[config.mk]
export PLATFORM = sky130hd
export DESIGN_NAME = hc32_share_arb
export DESIGN_NICKNAME = d
export VERILOG_FILES = /design/src/rtl/hc32_share_arb.sv
export SDC_FILE = /design/constraint.sdc
export NUM_CORES = 1
export LEC_CHECK = 0
export ABC_AREA = 1
export CAP_MARGIN = 20
export CORE_UTILIZATION = 40
export CTS_CLUSTER_DIAMETER = 30
export CTS_CLUSTER_SIZE = 8
export DETAILED_ROUTE_END_ITERATION = 8
export HOLD_SLACK_MARGIN = 0.06
export PLACE_DENSITY = 0.71
export SETUP_SLACK_MARGIN = 0.4
export SKIP_CTS_REPAIR_TIMING = 1
export SYNTH_ARGS = -nofsm -noshare
export SYNTH_HDL_FRONTEND = slang
export SYNTH_SLANG_ARGS = --single-unit
[constraint.sdc]
create_clock -name clk -period 2.1 [get_ports clk]
set_clock_uncertainty 0.1 [all_clocks]
set_input_delay 0.63 -clock clk [delete_from_list [all_inputs] [get_ports clk]]
set_output_delay 0.63 -clock clk [all_outputs]
set_load 0.01 [all_outputs]
[src/rtl/hc32_share_arb.sv]
// hc32_share_arb: round-robin arbiter that time-shares one hc32 quad OR gate
// among NREQ requesters. A granted requester's operands are driven onto the
// gate, held for SETTLE cycles, then the gate output is captured as result.
//
// Ports:
//   clk, rst          clock, synchronous active-high reset
//   req[NREQ]         per-requester request
//   op_a/op_b         packed operands, requester i at [i*W +: W]
//   gnt[NREQ]         one-hot owner of the gate, grant through SAMPLE
//   done[NREQ]        one-hot single-cycle completion pulse
//   result[W]         captured gate output of the last completed transaction
//   busy              FSM not idle
//   gate_a/gate_b     registered drive to the shared gate inputs
//   gate_y            shared gate output
module hc32_share_arb #(
    parameter int unsigned NREQ   = 4,
    parameter int unsigned W      = 4,
    parameter int unsigned SETTLE = 1
) (
    input  logic              clk,
    input  logic              rst,
    input  logic [NREQ-1:0]   req,
    input  logic [NREQ*W-1:0] op_a,
    input  logic [NREQ*W-1:0] op_b,
    output logic [NREQ-1:0]   gnt,
    output logic [NREQ-1:0]   done,
    output logic [W-1:0]      result,
    output logic              busy,
    output logic [W-1:0]      gate_a,
    output logic [W-1:0]      gate_b,
    input  logic [W-1:0]      gate_y
);

    localparam int unsigned PW = $clog2(NREQ);
    localparam int unsigned CW = (SETTLE > 1) ? $clog2(SETTLE) : 1;

    typedef enum logic [1:0] {
        IDLE   = 2'd0,
        DRIVE  = 2'd1,
        SAMPLE = 2'd2
    } state_t;

    state_t            state_q, state_d;
    logic [PW-1:0]     ptr_q, ptr_d;
    logic [CW-1:0]     cnt_q, cnt_d;
    logic [NREQ-1:0]   gnt_q, gnt_d;
    logic [NREQ-1:0]   done_q, done_d;
    logic [W-1:0]      result_q, result_d;
    logic              busy_q, busy_d;
    logic [W-1:0]      gate_a_q, gate_a_d;
    logic [W-1:0]      gate_b_q, gate_b_d;

    logic              found_c;
    logic [PW-1:0]     win_c;
    int unsigned       idx_c;

    // Cyclic first-set search starting at ptr.
    always_comb begin
        found_c = 1'b0;
        win_c   = '0;
        idx_c   = 0;
        for (int unsigned off = 0; off < NREQ; off++) begin
            idx_c = int'(ptr_q) + off;
            if (idx_c >= NREQ) begin
                idx_c = idx_c - NREQ;
            end
            if (!found_c && req[PW'(idx_c)]) begin
                found_c = 1'b1;
                win_c   = PW'(idx_c);
            end
        end
    end

    // Next-state and output computation.
    always_comb begin
        state_d  = state_q;
        ptr_d    = ptr_q;
        cnt_d    = cnt_q;
        gnt_d    = gnt_q;
        done_d   = done_q;
        result_d = result_q;
        gate_a_d = gate_a_q;
        gate_b_d = gate_b_q;

        case (state_q)
            IDLE: begin
                if (found_c) begin
                    gnt_d    = NREQ'(1) << win_c;
                    gate_a_d = op_a[int'(win_c)*W +: W];
                    gate_b_d = op_b[int'(win_c)*W +: W];
                    cnt_d    = '0;
                    ptr_d    = (win_c == PW'(NREQ-1)) ? '0 : win_c + PW'(1);
                    state_d  = DRIVE;
                end
            end
            DRIVE: begin
                cnt_d = cnt_q + CW'(1);
                if (cnt_q == CW'(SETTLE-1)) begin
                    result_d = gate_y;
                    done_d   = gnt_q;
                    state_d  = SAMPLE;
                end
            end
            SAMPLE: begin
                gnt_d   = '0;
                done_d  = '0;
                state_d = IDLE;
            end
            default: begin
                state_d = IDLE;
            end
        endcase

        busy_d = (state_d != IDLE);
    end

    // State register; reset discards any in-flight transaction.
    always_ff @(posedge clk) begin
        if (rst) begin
            state_q  <= IDLE;
            ptr_q    <= '0;
            cnt_q    <= '0;
            gnt_q    <= '0;
            done_q   <= '0;
            result_q <= '0;
            busy_q   <= 1'b0;
            gate_a_q <= '0;
            gate_b_q <= '0;
        end else begin
            state_q  <= state_d;
            ptr_q    <= ptr_d;
            cnt_q    <= cnt_d;
            gnt_q    <= gnt_d;
            done_q   <= done_d;
            result_q <= result_d;
            busy_q   <= busy_d;
            gate_a_q <= gate_a_d;
            gate_b_q <= gate_b_d;
        end
    end

    assign gnt    = gnt_q;
    assign done   = done_q;
    assign result = result_q;
    assign busy   = busy_q;
    assign gate_a = gate_a_q;
    assign gate_b = gate_b_q;

endmodule

Word-level counts from Yosys, hierarchy flattened
Index checks and enable logic that the tools add are counted.
{"block": "word_totals", "input_bits": 42, "ff_bits": 26, "out_inout_bits": 21}
{"block": "op_classes", "reduce_logical": 16, "magnitude_cmp": 8, "n_addsub": 9, "n_shift": 3, "bitwise_logic": 1, "eq_ne": 5, "n_mux": 30}
{"op": "$shiftx A16 B5 Y4", "count": 2}
{"op": "$mux W2", "count": 11}
{"op": "$pmux W4 S2", "count": 2}
{"op": "$lt A2 B3 Y1 const B", "count": 4}
{"op": "$reduce_and A2 Y1", "count": 5}
{"op": "$ge A3 B3 Y1 const B", "count": 3}
{"op": "$mux W1", "count": 9}
{"op": "$bmux W1 S2", "count": 4}
{"op": "$mux W4", "count": 2}
{"op": "$reduce_bool A2 Y1", "count": 4}
{"op": "$sub A2 B1 Y2 const B", "count": 4}
{"op": "$add A2 B2 Y3 const B", "count": 2}
{"op": "$eq A2 B2 Y1 const B", "count": 2}
{"op": "$ne A2 B2 Y1 const B", "count": 2}
{"op": "$pmux W2 S2", "count": 1}
{"op": "$shl A1 B2 Y4 const A", "count": 1}
{"op": "$add A2 B1 Y3 const B", "count": 1}
{"op": "$ge A2 B3 Y1 const B", "count": 1}
{"op": "$logic_and A1 B1 Y1", "count": 3}
{"op": "$logic_not A1 Y1", "count": 3}
{"op": "$add A2 B1 Y2 const B", "count": 1}
{"op": "$eq A2 B1 Y1 const B", "count": 1}
{"op": "$logic_not A2 Y1", "count": 1}
{"op": "$pmux W1 S2", "count": 1}
{"op": "2 further kinds", "count": 2}

Logic depth before layout (Yosys ltp)
{"block": "logic_depth", "word_depth": 17, "depth_mapped": 15, "depth_no_buf": 14}

Least setup slack after synthesis
No wires, ideal clock.
{"block": "synth_path", "path_kind": "in2reg", "startpoint": "input port req[2]", "endpoint": "register ptr_q[1]", "path_stages": 12, "setup_time_ps": 121, "t_required_ps": 1879, "t_arrival_ps": 2034, "setup_slack_ps": -155, "path_cell_list": "inv_1 nand2_1 nand3_2 nand2_4 nor2_8 nand3_4 nand3_4 buf_12 inv_1 ha_1 o21ai_0 a21oi_1"}
{"block": "synth_via", "elab_chain_len": 14, "elab_cells_between_ends": 26, "cone_classes": "add/sub: 1; eq/ne: 1; mux: 17; reduce/logical: 7"}
{"element": "start, declared", "line_no": "22", "source": "input logic [NREQ-1:0] req,"}
{"element": "$bmux W1 S2", "line_no": "67", "source": "if (!found_c && req[PW'(idx_c)]) begin"}
{"element": "$mux W1 (not written as such)", "line_no": "67"}
{"element": "$mux W1", "line_no": "67"}
{"element": "$logic_not A1 Y1", "line_no": "67"}
{"element": "$logic_and A1 B1 Y1", "line_no": "67"}
{"element": "$mux W1", "line_no": "67"}
{"element": "$logic_not A1 Y1", "line_no": "67"}
{"element": "$logic_and A1 B1 Y1", "line_no": "67"}
{"element": "$mux W1", "line_no": "67"}
{"element": "$logic_not A1 Y1", "line_no": "67"}
{"element": "$logic_and A1 B1 Y1", "line_no": "67"}
{"element": "$mux W2", "line_no": "67"}
{"element": "$add A2 B1 Y2 or $eq A2 B2 Y1 (tied branches)", "line_no": "92", "source": "ptr_d = (win_c == PW'(NREQ-1)) ? '0 : win_c + PW'(1);"}
{"element": "$mux W2", "line_no": "92"}
{"element": "end signal, assigned", "line_no": "131", "source": "ptr_q <= ptr_d;"}
{"element": "end, declared", "line_no": "44", "source": "logic [PW-1:0] ptr_q, ptr_d;"}
Several ways; a longest one is shown, not always the timed one. The select of a mux whose other input is x is not followed.
A chain may end at the register's enable or synchronous reset.

Worst setup path in the final report
{"block": "layout_path", "startpoint": "input port req[3]", "endpoint": "register gnt_q[1], in the netlist gnt[1]"}
{"block": "layout_via", "elab_chain_len": 15, "elab_cells_between_ends": 27, "cone_classes": "eq/ne: 1; shift: 1; mux: 18; reduce/logical: 7"}
{"element": "$bmux W1 S2", "line_no": "67"}
{"element": "$mux W1 (not written as such)", "line_no": "67"}
{"element": "$mux W1", "line_no": "67"}
{"element": "$logic_not A1 Y1", "line_no": "67"}
{"element": "$logic_and A1 B1 Y1", "line_no": "67"}
{"element": "$mux W1", "line_no": "67"}
{"element": "$logic_not A1 Y1", "line_no": "67"}
{"element": "$logic_and A1 B1 Y1", "line_no": "67"}
{"element": "$mux W1", "line_no": "67"}
{"element": "$logic_not A1 Y1", "line_no": "67"}
{"element": "$logic_and A1 B1 Y1", "line_no": "67"}
{"element": "$mux W2", "line_no": "67"}
{"element": "$shl A1 B2 Y4", "line_no": "88", "source": "gnt_d = NREQ'(1) << win_c;"}
{"element": "$mux W4", "line_no": "87", "source": "if (found_c) begin"}
{"element": "$pmux W4 S2", "line_no": "85", "source": "case (state_q)"}
{"element": "end signal, assigned", "line_no": "133", "source": "gnt_q <= gnt_d;"}
{"element": "end, declared", "line_no": "46", "source": "logic [NREQ-1:0] gnt_q, gnt_d;"}
Several ways; a longest one is shown, not always the timed one. The select of a mux whose other input is x is not followed.

==> results.py <==
metrics = {
    "power": {
        "leakagePower_nw": 1.857,
        "total_power_w": 0.004979,
        "ir_drop_mv": 0.9195,
        "power_density_nw_per_um2": 1563,
    },
    "synthesis": {
        "syn_area_um2": 1926,
        "ys_types": 24,
        "synthAdderAreaFrac": 0.02599,
        "ys_ff_latch": 26,
        "ys_seq_area_frac": 0.2703,
        "syn_inst": 279,
        "synthMuxAreaShare": 0,
        "synth_xor_area_frac": 0,
        "yosysWarnings": 0,
        "yosys.area_share.simple": 0.4873,
        "postSynthAreaPerCell_um2": 6.902,
        "synth_nets": 325,
        "synth-compound-area-share": 0.06108,
        "synth_top_family_by_area": "simple AND/OR/NAND/NOR gates",
    },
    "sta": {
        "setup_viol": 0,
        "min_period_ns": 1.963,
        "fin_setup_tns_ns": 0,
        "relSlewSlack": 0.6723,
        "rsz0062_at_grt": "yes",
        "finalMaxSlewViolations": 0,
        "holdWs_ns": 0.3815,
        "fin_crit_sh": 0.9347,
        "finalHoldViolCount": 0,
        "fmax_mhz": 509.5,
        "max_slew.worst_pin.slew_ns": 0.4910,
    },
    "drt": {
        "ant_nets": 0,
        "wl_um": 4917,
        "drt-initial-drc-count": 107,
        "avgRoutedWirePerCell_um": 11.96,
        "num_vias": 1971,
        "routed_via_density": 4.796,
        "drt-pass1-iter-count": 6,
        "drc": 2,
    },
    "worst_setup_path": {
        "worst_setup_path_end_kind": "flop",
        "r2r-start": "ptr_q[0]$_SDFFE_PP0P_",
        "critical_path_class": "input pin to flop",
        "crit_fanout": 6,
        "crit_path_start": "req[3]",
        "cp_data_required_time_ns": 2.19,
        "worstPathArrival_ns": 2.05,
        "cp-start-kind": "input pin",
    },
    "cts": {
        "ctsHtreeMaxLevel": 1,
        "cts_inserted_buffers": 3,
        "cts_tree": "done",
        "clockBufferDepth": 2,
        "clock_latency_ns": 0.27,
        "clkSinkCount": 26,
        "clkTransAtPathRegs_ns": 0.09,
        "ctsRootBufferMaster": "clkbuf_8",
    },
    "min_path": {
        "hp-class": "flop to flop",
        "min_from": "gnt[1]$_SDFFE_PP0P_",
    },
    "finish": {
        "final_common_cell": "inv_1",
        "utilization": 0.7072,
        "area_delta_synth_final_pct": 65.43,
        "nNetsFinal": 406,
        "drive_gt1_frac": 0.3175,
        "stdcell_count": 411,
        "final_cell_mix": "inv_1 (50), clkdlybuf4s50_1 (37), nand2_1 (32), nor2_1 (27)",
        "diodes": 0,
    },
    "status": {
        "violations": "DRC",
        "status": "complete, but fails checks",
    },
    "die": {
        "coreArea_um2": 4504,
        "num_rows": 24,
        "dieArea_um2": 5095,
        "initial_utilization": 0.4275,
        "die_h_um": 71.38,
        "die_w_um": 71.38,
        "ios": 63,
    },
    "global_route": {
        "antenna_found_initial": 0,
        "grt_usage": 0.1934,
        "grt_pass1_vias": 1854,
        "grt_max_degree": 23,
        "grt_pass1_wl_um": 8086,
        "grt_overflow": 0,
    },
    "place": {
        "place_inst": 402,
        "dp_hpwl_um": 3576,
        "io_buffer_count": 62,
        "routabilityCongestion": 0.8165,
    },
    "flow_run": {
        "max-cap-violations": 0,
    },
}
Yosys cell counts, drive strengths merged:
| cell | count | area [µm²] |
|---|---|---|
| nand2 | 69 | 404.1 |
| inv | 61 | 231.5 |
| nand3 | 42 | 302.8 |
| nor2 | 29 | 125.1 |
| dfxtp | 26 | 520.5 |
| nand4 | 17 | 106.4 |
| o21ai | 13 | 68.82 |
| buf | 7 | 56.30 |
| a21oi | 4 | 20.02 |
| ha | 4 | 50.05 |
| clkbuf | 3 | 11.26 |
| o31ai | 3 | 22.52 |
| a31oi | 1 | 6.260 |
registers in the layout, summed over array words and instances, names as in the netlist:
signal / flops
result: 4
gnt: 4
done: 4
ptr_q: 2
state_q: 2
cnt_q: 1
gate_a: 4
busy: 1
gate_b: 4
metal layers:
layer / share of wire / vias to the layer above / track usage
met5: 0 / - / 0
met4: 0.0043 / 0 / 0.02667
met3: 0.044 / 2 / 0.03516
met2: 0.51 / 55 / 0.3429
met1: 0.44 / 879 / 0.2502
li1: - / 1035 / -
worst paths after layout:
| check | end | slack [ns] | cells after the start |
|---|---|---|---|
| min reg2reg | gnt[1]$_SDFFE_PP0P_ | 0.38 | 2 |
| min | gnt[1]$_SDFFE_PP0P_ | 0.38 | 2 |
| max reg2reg | gate_b[2]$_SDFFE_PP0P_ | 0.18 | 16 |
| max | gnt[1]$_SDFFE_PP0P_ | 0.14 | 13 |
kinds of logic after synthesis:
logic type | count (synthesis)
buffers and inverters | 71
AO/OA/AOI/OAI | 21
flip-flops | 26
adder cells (fa/ha/maj) | 4
AND/OR/NAND/NOR | 157
where the power goes:
group | switching [W] | leakage (nW) | total, W | internal [W]
clock network | 0.000163 | 0.0357 | 0.000418 | 0.000255
registers | 0.0000954 | 0.215 | 0.000759 | 0.000664
logic | 0.00205 | 1.61 | 0.00380 | 0.00175
total | 0.00231 | 1.86 | 0.00498 | 0.00267
cell type report:
class	instances	area (µm²)
fillers	346	1319
multi-input cells	182	1297
repair buffers	86	950.9
flip-flops and latches	26	525.5
inverters	61	275.3
well taps	52	65.06
clock buffers	3	41.29
clock inverters	1	30.03
critical path, stage by stage:
cell	delay [ns]
buf_6	0.09
buf_8	0.13
inv_16	0.06
nand2_8	0.05
nand3_4	0.08
nand2_4	0.08
nor2_8	0.15
nand3_4	0.11
buf_12	0.14
nand2_4	0.05
buf_4	0.15
nand2_2	0.08
o31ai_1	0.24
stage by stage:
step / instance area, µm² / setup slack (ns)
2_1_floorplan: 2046 / 0.07606
3_3_place_gp: 2831 / -0.4961
3_5_place_dp: 2831 / -0.5320
4_1_cts: 2903 / -0.2610
5_1_grt: 3186 / 0.04740
6_report: 3186 / 0.1372
No activity file was read; power rests on OpenSTA's default activity.
==> edit 1: new RTL, same settings <==
Make the reset (`rst`) asynchronous in one clocked block. Comments in the files are not updated.
--- a/src/rtl/hc32_share_arb.sv
+++ b/src/rtl/hc32_share_arb.sv
@@ -115,7 +115,7 @@
     end
 
     // State register; reset discards any in-flight transaction.
-    always_ff @(posedge clk) begin
+    always_ff @(posedge clk or posedge rst) begin
         if (rst) begin
             state_q  <= IDLE;
             ptr_q    <= '0;
Behaviour: differs if rst is asserted again (counterexample within 4 cycles, from zero or initial values and one cycle with rst high); with rst held inactive, the same outputs for 10 cycles.
==> edit 1 against the unedited design <==
Routed wire length fell by 3.1%. Design area increased by 0.67%. Largest cell class unchanged. Synthesized area decreased by 4.2%. Largest power group unchanged. Sequential cell count unchanged. Worst setup slack lost 0.082 ns. Total power rose by 21%. Via count down 1.6%. Critical path depth grew 1.
==> edit 1: results (changes against the unedited design) <==
Critical Path Max Stage Delay=0.51 ns (was 0.24 ns); Worst-Skew Late Latency=0.27 ns (about the same); met2 WL=2450 µm (was 2510 µm); share of power burned in registers=14.9% (was 15.3%); Max FO, Critical Path=8 (was 6); GRT Total Usage=19.2% (was 19.3%); status=completed (was finished, violations left); Combinational Power Share=78.2% (was 76.4%); Synth Net Count=311 (was 325); Slew @ Worst Pin=0.361 ns (was 0.491 ns); met3 wirelength from detailed routing=188 µm (was 216 µm); multi-input combinational area share=36.5% (was 40.7%); part of the Yosys area used for sequential elements=35.3% (was 27.0%); Critical Path Start=ptr_q[0] (was req[3]); ClkCell Share=2.22% (was 2.24%); nets=399 (was 406); pin count of the biggest net entering global routing=27 (was 23); Synth area leaders=dfrtp_1 35%, nand2_1 18%, inv_1 10% (was dfxtp_1 27%, inv_1 11%, nand2_4 9.9%); initial drt markers=98 (was 107); Die X=69.9 µm (was 71.4 µm); slowest stage cell, crit path=dfrtp_2 (was o31ai_1); vias in the first global route=1751 (was 1854); hold path start=result[1] (was gnt[1]); R2R cell count=14 (was 16); Data buffer area share=31.1% (was 29.9%); # fillers=326 (was 346); commonest cells in the netlist=87 x nand2_1, 49 x inv_1, 26 x dfrtp_1 (was 56 x inv_1, 45 x nand2_1, 28 x nand3_1, 28 x nor2_1, 26 x dfxtp_1); #MultiIn Comb=177 (was 182); routed via count=1940 (was 1971); fraction of area in registers=20.3% (was 16.5%); Core Util, Final=73.1% (was 70.7%); post-place setup slack=-0.497 ns (was -0.532 ns); inverters=54 (was 61); met2 Resource Use GR=34.1% (was 34.3%); antenna diode count=0 (unchanged); syn_area_per_cell=6.96 µm² (was 6.90 µm²); routed len/inst=11.8 µm (was 12.0 µm); met1 wire length=2090 µm (was 2160 µm); number of non-clock buffers=91 (was 86); dpl cells=388 (was 402); post-DP HPWL=3400 µm (was 3580 µm); GR Layer Usage met3=2.02% (was 3.52%); drt via density=4.80 (about the same); Placed Area=0.00281 mm² (was 0.00283 mm²); maximum VDD drop=1180 µV (was 920 µV); Leakage=0.00193 µW (was 0.00186 µW); global-route met1 utilization=24.8% (was 25.0%); internal power=3200 µW (was 2670 µW); Routability Congestion=0.861 (was 0.817); drt pass-1 iters=4 (was 6); FFs w/ async S/R, synth=100% (was 0%); count of input and output buffers=62 (unchanged)
-- edit 1: changes by cell type in the layout (fill, tap and decap cells not counted), moves of 5 or more --
cell	before	now
buf_4	12	18
nand3_2	19	13
dfrtp_1	0	25
nand2_1	32	64
nor2_1	27	3
nand3_1	18	12
inv_1	50	42
dfxtp_1	24	0
nand2_4	24	19
nand2_2	11	25
-- edit 1: path summary, 6_finish.rpt --
check	end	slack [ns]
setup / recovery	gate_a[3]	0.06
hold / removal	result[1]	0.37
setup reg to reg	gate_a[3]	0.06
hold reg to reg	result[1]	0.37
max in group asynchronous	ptr_q[0]	1.01
min in group asynchronous	result[3]	0.62
-- edit 1: worst min-delay path, cell delays in order (launching register included) --
cell and delay, ns:
dfrtp_1 0.35, nand2_1 0.05, nand2_1 0.04
-- edit 1: kinds of logic after synthesis --
kind of cell / Yosys count / share of synthesized area, %
AOI/OAI and AO/OA: 13 / 3.53
adders and majority gates: 4 / 2.71
buffers and inverters: 62 / 14.6
DFF: 26 / 35.3
and+or+nand+nor: 160 / 43.9
==> edit 2: new RTL, same settings <==
Made on the original files. Change the parameter `NREQ` from 4 to 8.
--- a/src/rtl/hc32_share_arb.sv
+++ b/src/rtl/hc32_share_arb.sv
@@ -13,7 +13,7 @@
 //   gate_a/gate_b     registered drive to the shared gate inputs
 //   gate_y            shared gate output
 module hc32_share_arb #(
-    parameter int unsigned NREQ   = 4,
+    parameter int unsigned NREQ   = 8,
     parameter int unsigned W      = 4,
     parameter int unsigned SETTLE = 1
 ) (
Ports: changed (5 resized); port bits go from 63 to 107. The function was not compared with the original's and may differ.
==> edit 2 against the unedited design <==
The flow finishes with violations (setup timing). Sequential power up 27%. Fmax down 29%. Largest power group unchanged. Design area up 57%. Critical path depth up 5. Critical path type is now flip-flop to flip-flop. Total power up 89%. Sequential share of layout area down 2.4 points. Sequential cell count up 9. Worst setup slack worse by 0.81 ns. Synthesized area up 51%. Routed wire length up 100%. Combinational power up 110%. Die area up 49%.
==> edit 2: results (changes against the unedited design) <==
GR Layer Usage met3=4.27% (was 3.52%); vias in the first global route=3197 (was 1854); GRT Total Usage=23.9% (was 19.3%); Worst EP arrival=2.86 ns (was 2.05 ns); CTS Buf Count=5 (was 3); maximum VDD drop=1230 µV (was 920 µV); routed via count=3421 (was 1971); pin count of the biggest net entering global routing=25 (was 23); nets=664 (was 406); failing checks=setup timing (was DRC); final worst slack=-0.675 ns (was 0.137 ns); Clock Power=605 µW (was 418 µW); Worst-Skew Late Latency=0.29 ns (was 0.27 ns); Routability Congestion=0.963 (was 0.817); share of power burned in registers=10.2% (was 15.3%); drt pass-1 iters=4 (was 6); final setup vio count=22 (was 0); cell count after synthesis=430 (was 279); status=finished, violations left (unchanged); initial drt markers=134 (was 107); count of input and output buffers=106 (was 62); global-route met1 utilization=29.1% (was 25.0%); Slew @ Worst Pin=0.386 ns (was 0.491 ns); Synth Net Count=516 (was 325); Placed Area=0.00443 mm² (was 0.00283 mm²); Synth area leaders=dfxtp_1 24%, nand3_1 18%, nand2_1 14% (was dfxtp_1 27%, inv_1 11%, nand2_4 9.9%); routed len/inst=14.6 µm (was 12.0 µm); Yosys cell types=42 (was 24); first-pass GRT wire length=14400 µm (was 8090 µm); Clk pwr share=6.4% (was 8.4%); Sw Ratio=49.8% (was 46.4%); drt via density=5.08 (was 4.80); Setup crit end=ptr_q[2] (was gnt[1]); fraction of layout cells with a size suffix above 1=30.8% (was 31.8%); final setup TNS=-12.83 ns (was 0 ns); met1 wire length=4100 µm (was 2160 µm); hold path start=done[4] (was gnt[1]); met2 Resource Use GR=43.0% (was 34.3%); post-DP HPWL=7130 µm (was 3580 µm); startpoint types=flip-flop (was input port); Hold Path Sink=done[4] (was gnt[1]); H-tree levels=2 (was 1); commonest cells in the netlist=110 x nand2_1, 105 x nand3_1, 35 x dfxtp_1 (was 56 x inv_1, 45 x nand2_1, 28 x nand3_1, 28 x nor2_1, 26 x dfxtp_1); Critical Path Max Stage Delay=0.37 ns (was 0.24 ns); met3 wirelength from detailed routing=651 µm (was 216 µm); slowest stage cell, crit path=dfxtp_4 (was o31ai_1)
-- edit 2: cell types whose count changed after synthesis, sizes merged, moves of 5 or more --
cell	before	now
buf	7	17
nor2	29	41
a21oi	4	14
nand3	42	126
inv	61	32
o21ai	13	18
dfxtp	26	35
nand4	17	2
nand2	69	116
-- edit 2: area by class of cell --
class	count	area (µm²)
Multi-Input combinational cell	339	2230
Fill cell	554	1890
Timing Repair Buffer	163	1700
Sequential cell	35	708
Inverter	33	153
Tap cell	96	120
Clock buffer	5	68.8
Clock inverter	2	37.5
Timing Repair inverter	1	7.51
-- edit 2: kinds of logic after synthesis --
group,share of synthesized area [%]
DFF,24.1
xor gates and xnor gates,1.98
buffers and inverters,11.4
adders and majority gates,3.44
AOI/OAI and AO/OA,8.01
and+or+nand+nor,51.1
-- edit 2: critical path, delay by kind of cell (launching register included) --
family / cells / cell delay [ns]
buf+inv: 3 / 0.23
fa+ha+maj: 3 / 0.74
compound gates: 2 / 0.18
simple gates: 10 / 1.03
flops: 1 / 0.37
